File: src/rtl/csd_pkg.sv
// Shared digit codes, FSM states and digit decode for the CSD converter.
// Digit codes are 2-bit two's complement, so valid codes double as signed values.
package csd_pkg;
  localparam logic [1:0] DIG_ZERO = 2'b00;
  localparam logic [1:0] DIG_POS  = 2'b01;
  localparam logic [1:0] DIG_NEG  = 2'b11;
  localparam logic [1:0] DIG_INV  = 2'b10;

  typedef enum logic [1:0] {IDLE, RUN, DONE} state_t;

  function automatic logic signed [1:0] dig_decode(input logic [1:0] code);
    return (code == DIG_INV) ? 2'sb00 : $signed(code);
  endfunction
endpackage

File: src/rtl/csd_digit_step.sv
// One LSB-first NAF recoding step: a_i plus carry, looking ahead at a_{i+1}.
module csd_digit_step (
  input  logic signed [1:0] i_a,
  input  logic signed [1:0] i_a_nxt,
  input  logic signed [1:0] i_carry,
  output logic signed [1:0] o_z,
  output logic signed [1:0] o_carry
);
  logic signed [2:0] w_t;

  assign w_t = {i_a[1], i_a} + {i_carry[1], i_carry};

  // Odd t is +/-1: emit -t and carry t when the next digit is odd, so the
  // next sum becomes even and the output stays non-adjacent.
  always_comb begin
    o_z     = 2'sb00;
    o_carry = w_t[2:1];
    if (w_t[0]) begin
      if (i_a_nxt != 2'sb00) begin
        o_z     = 2'sb00 - w_t[1:0];
        o_carry = w_t[1:0];
      end else begin
        o_z     = w_t[1:0];
        o_carry = 2'sb00;
      end
    end
  end
endmodule

File: src/rtl/csd_conv_param.sv
// Signed-digit to CSD converter: DIGITS-entry input memory, serial LSB-first
// conversion into a DIGITS+1-entry result memory. CSD_WEIGHT_EN adds the weight counter.
module csd_conv_param
  import csd_pkg::*;
#(
  parameter int DIGITS = 16,
  parameter int ADDR_W = 5
) (
  input  logic              clk,
  input  logic              reset,
  input  logic              start,
  input  logic              weCsd,
  input  logic [ADDR_W-1:0] address,
  input  logic [1:0]        dataIn,
  input  logic              reCsd,
  output logic [1:0]        dataOut,
  output logic [1:0]        Zi,
  output logic              Zvalid,
  output logic              busy,
  output logic              done,
  output logic              err
`ifdef CSD_WEIGHT_EN
  , output logic [ADDR_W-1:0] weight
`endif
);
  state_t                r_state, w_state_nxt;
  logic [ADDR_W-1:0]     r_idx;
  logic signed [1:0]     r_carry;
  logic                  r_start_q;
  logic [DIGITS-1:0][1:0] r_in_mem;
  logic [DIGITS:0][1:0]  r_res_mem;
  logic signed [1:0]     w_a, w_a_nxt, w_z, w_carry_nxt;
  logic [1:0]            w_rd;
  logic                  w_launch;

  assign w_launch = start & ~r_start_q;

  // Digits beyond the input memory read as zero.
  always_comb begin
    w_a     = 2'sb00;
    w_a_nxt = 2'sb00;
    w_rd    = DIG_ZERO;
    for (int k = 0; k < DIGITS; k++)
      if (r_idx == ADDR_W'(k)) w_a = dig_decode(r_in_mem[k]);
    for (int k = 1; k < DIGITS; k++)
      if (r_idx == ADDR_W'(k - 1)) w_a_nxt = dig_decode(r_in_mem[k]);
    for (int k = 0; k <= DIGITS; k++)
      if (address == ADDR_W'(k)) w_rd = r_res_mem[k];
  end

  csd_digit_step u_step (
    .i_a     (w_a),
    .i_a_nxt (w_a_nxt),
    .i_carry (r_carry),
    .o_z     (w_z),
    .o_carry (w_carry_nxt)
  );

  always_ff @(posedge clk or negedge reset) begin
    if (!reset) r_state <= IDLE;
    else        r_state <= w_state_nxt;
  end

  always_comb begin
    w_state_nxt = r_state;
    busy        = 1'b0;
    done        = 1'b0;
    Zvalid      = 1'b0;
    Zi          = DIG_ZERO;
    case (r_state)
      IDLE: if (w_launch) w_state_nxt = RUN;
      RUN: begin
        busy   = 1'b1;
        Zvalid = 1'b1;
        Zi     = w_z;
        if (r_idx == ADDR_W'(DIGITS)) w_state_nxt = DONE;
      end
      DONE: begin
        busy        = 1'b1;
        done        = 1'b1;
        w_state_nxt = IDLE;
      end
      default: w_state_nxt = IDLE;
    endcase
  end

  always_ff @(posedge clk or negedge reset) begin
    if (!reset) begin
      r_idx     <= '0;
      r_carry   <= 2'sb00;
      r_start_q <= 1'b0;
      r_in_mem  <= '0;
      r_res_mem <= '0;
      dataOut   <= DIG_ZERO;
      err       <= 1'b0;
    end else begin
      r_start_q <= start;
      if (reCsd) dataOut <= w_rd;
      case (r_state)
        IDLE: begin
          if (w_launch) begin
            r_idx   <= '0;
            r_carry <= 2'sb00;
            err     <= 1'b0;
          end
          if (weCsd && address < ADDR_W'(DIGITS)) begin
            for (int k = 0; k < DIGITS; k++)
              if (address == ADDR_W'(k))
                r_in_mem[k] <= (dataIn == DIG_INV) ? DIG_ZERO : dataIn;
            if (dataIn == DIG_INV) err <= 1'b1;
          end
        end
        RUN: begin
          for (int k = 0; k <= DIGITS; k++)
            if (r_idx == ADDR_W'(k)) r_res_mem[k] <= w_z;
          r_carry <= w_carry_nxt;
          r_idx   <= r_idx + 1'b1;
        end
        default: ;
      endcase
    end
  end

`ifdef CSD_WEIGHT_EN
  always_ff @(posedge clk or negedge reset) begin
    if (!reset)                            weight <= '0;
    else if (r_state == IDLE && w_launch)  weight <= '0;
    else if (r_state == RUN && w_z != 2'sb00) weight <= weight + 1'b1;
  end
`endif
endmodule

File: config.mk
export PLATFORM = sky130hd
export DESIGN_NAME = csd_conv_param
export DESIGN_NICKNAME = d
export VERILOG_FILES = /design/src/rtl/csd_pkg.sv /design/src/rtl/csd_digit_step.sv /design/src/rtl/csd_conv_param.sv
export SDC_FILE = /design/constraint.sdc
export NUM_CORES = 1
export LEC_CHECK = 0
export ABC_AREA = 1
export BUFFER_PORTS_ARGS = -buffer_cell sky130_fd_sc_hd__buf_4
export CORE_MARGIN = 1.5
export CORE_UTILIZATION = 45
export CTS_BUF_LIST = sky130_fd_sc_hd__clkbuf_8
export DETAILED_ROUTE_END_ITERATION = 10
export GPL_TIMING_DRIVEN = 0
export HOLD_SLACK_MARGIN = 0.08
export PLACE_DENSITY = 0.57
export SETUP_SLACK_MARGIN = 0.1
export SYNTH_ARGS = -nofsm -noshare
export SYNTH_HDL_FRONTEND = slang
export SYNTH_SLANG_ARGS = --single-unit
File: constraint.sdc
create_clock -name clk -period 5.8 [get_ports clk]
set_input_delay 0.58 -clock clk [delete_from_list [all_inputs] [get_ports clk]]
set_output_delay 0.58 -clock clk [all_outputs]
set_load 0.02 [all_outputs]
==> metrics.cfg <==
[timing]
hold_viol=0
whs_ns=0.3256
drv_slew=0
period_needed_ns=4.996
rsz0062_at_grt=no
setup_tns_ns=0
skew_ns=0.007979
tightest_slew_ns=1.018
setup_violations=0
fmax_ghz=0.2002
slew_headroom=0.3210
period_share=0.8614

[final_layout]
multi_input_area_mm2=0.002132
fillers=1013
area_growth_pct=10.57
drive_above_1_share=0.08980
regArea_mm2=0.001977
num_antenna_cells=0
fin_nets=676
final_cells=790

[synth]
yosysWarningCount=0
synth_nets=646
synth-edff-count=0
synth_top_flop_cell=dfrtp_1
synthesis.area_mm2=0.004473
ys_seq_area_frac=0.4420
syn_area_per_cell_um2=7.168
synth-seq-cells=79
syn_inst=624
async_reset_ff_frac=1.000
synth_cell_type_count=33

[worst_setup_path]
reg2reg_depth=23
critPathMaxFanout=10
criticalPathCategory=reg2out
crit_arrival_ns=4.42
critPathRequiredTime_ns=5.22
worstSetupEndpointType=output pin
start_kind=register

[detailed_routing]
vias=3982
wirelength_mm=12.38
wl_per_cell_um=15.66
drt_iter0_markers=253
viasPerCell=5.041
ant_nets=0
drt_first_pass_iters=5
drc=0

[clocking]
cts-root-buf=clkbuf_8
clock_path_buffers=2
clk_latency_ns=0.37
cts_setup_buffers=0
cts_tree=built
ctsHoldBuffers=0
numCtsBuffers=9
clock_sinks=79
path_clk_slew_ns=0.07
cts.repair.resized=0
htree_levels=3

[die]
coreArea_mm2=0.009729
rows=36
initial_utilization=0.4597
ioPinCount=20
die_area_mm2=0.01055
die_h_um=102.7
die-width_um=102.7

[global_route]
grt.overflow.total=0
antenna_found_initial=0
grt_usage=0.2536
grt_pass1_vias=3646
grt_max_degree=80
grt_pass1_wl_mm=19.52

[placed_design]
placed_cells=776
portBuffers=19
place_congestion=0.8804
dpl.hpwl_mm=9.141

[power]
ir_drop_v=0.0004318
powerDensity_mw_per_mm2=477.2
total_power_uw=2360
power.leakage_uw=0.002409

[job]
maxCapViolCount=0

[min_path]
hp-class=in2reg
hold_depth=1

[status]
outcome=finished, final reports clean

-- power breakdown --
| part | leakage [uW] | internal, uW | switching (uW) | total, uW |
|---|---|---|---|---|
| logic | 0.00124 | 346 | 864 | 1210 |
| clock network | 0.0000937 | 171 | 201 | 371 |
| registers | 0.00107 | 684 | 95.7 | 779 |
| total | 0.00241 | 1200 | 1160 | 2360 |
-- stage by stage --
step	cell area (um2)	worst slack (ns)	utilization
final	4946	0.8038	0.5084
after global routing	4946	0.4483	0.5084
after CTS	4946	0.8339	0.5084
after detailed placement	4782	1.256	0.4915
after global placement	4782	1.271	0.4915
after floorplan	4473	2.140	-
-- path summary, 6_finish.rpt --
| path | start | end | slack (ns) |
|---|---|---|---|
| worst min register to register | r_res_mem[33] | r_res_mem[33] | 0.49 |
| worst min-delay path | start | r_start_q | 0.33 |
| worst max register to register | r_idx[0] | r_res_mem[27] | 1.78 |
| min in group asynchronous | reset | r_in_mem[12] | 0.37 |
| max in group asynchronous | reset | r_res_mem[20] | 4.77 |
| worst max-delay path | r_idx[0] | Zi[0] | 0.80 |
-- kinds of logic (layout without fill, tap and decap cells) --
family                   after synthesis  in the layout  share of synthesized area
adder cells (fa/ha/maj)               10             10                    0.02965
buffers and inverters                 94            127                    0.08140
multiplexers                           2              2                   0.004476
AO/OA/AOI/OAI                         91             91                     0.1057
flip-flops                            79             79                     0.4420
AND/OR/NAND/NOR                      348            348                     0.3368
-- cell usage after synthesis (3+ instances only) --
cell type / count / share of area
nor2_4: 4 / 0.010
a21oi_1: 10 / 0.011
ha_1: 9 / 0.025
nand4_1: 25 / 0.035
inv_2: 11 / 0.0092
nand2_2: 3 / 0.0042
nand3_1: 31 / 0.035
dfrtp_1: 79 / 0.44
clkbuf_1: 7 / 0.0059
nand3b_1: 3 / 0.0050
nor2_1: 54 / 0.045
inv_1: 72 / 0.060
nand2_1: 213 / 0.18
or2_2: 6 / 0.0084
o21ai_0: 72 / 0.081
nor3_1: 4 / 0.0045
-- flip-flops by register name, indices dropped and copies added, names as in the netlist --
signal     count
dataOut        2
err            1
r_carry        2
r_idx          5
r_in_mem      32
r_res_mem     34
r_start_q      1
r_state        2
-- placed cells by master (no fill, tap or decap), types with 3 or more instances in the layout --
cell	instances
or2_2	6
nand4_1	25
nand2_1	213
clkbuf_1	7
nand3_1	31
clkbuf_8	11
a21oi_1	10
inv_1	74
inv_2	11
ha_1	9
nand3b_1	3
nor2_1	54
dfrtp_1	79
nor2_4	4
o21ai_0	72
buf_4	20
nand2_2	3
nor3_1	4
-- per-layer routing --
metal | track usage | routed length (um)
met1 | 0.3528 | 6042
met2 | 0.3867 | 5395
met3 | 0.06712 | 650
met4 | 0.08008 | 287
met5 | 0 | 0
-- critical path, cell delays in order, from the launching register on --
cell	delay [ns]
dfrtp_1	0.41
inv_1	0.12
ha_1	0.15
inv_1	0.05
nor2_1	0.30
nand2_1	0.23
or2_2	0.33
nand3_1	0.09
nand3_1	0.07
nand2_1	0.06
nand2_1	0.05
nand2_1	0.07
nand3_1	0.08
nand3_1	0.08
nand2_1	0.05
nand2_1	0.06
nand3_1	0.07
nand3_1	0.10
a21oi_1	0.08
ha_1	0.37
clkbuf_1	0.37
buf_1	0.52
nand2_1	0.12
inv_1	0.09
buf_4	0.13
-- cell type report --
class / count / share of cell area
tap: 133 / 0.03365
timing repair buffer: 19 / 0.02884
inverter: 83 / 0.06299
buffer: 11 / 0.01062
multi-input combinational: 451 / 0.4311
clock inverter: 3 / 0.002530
clock buffer: 11 / 0.03061
sequential: 79 / 0.3997
(Power assumes the default switching activity.)
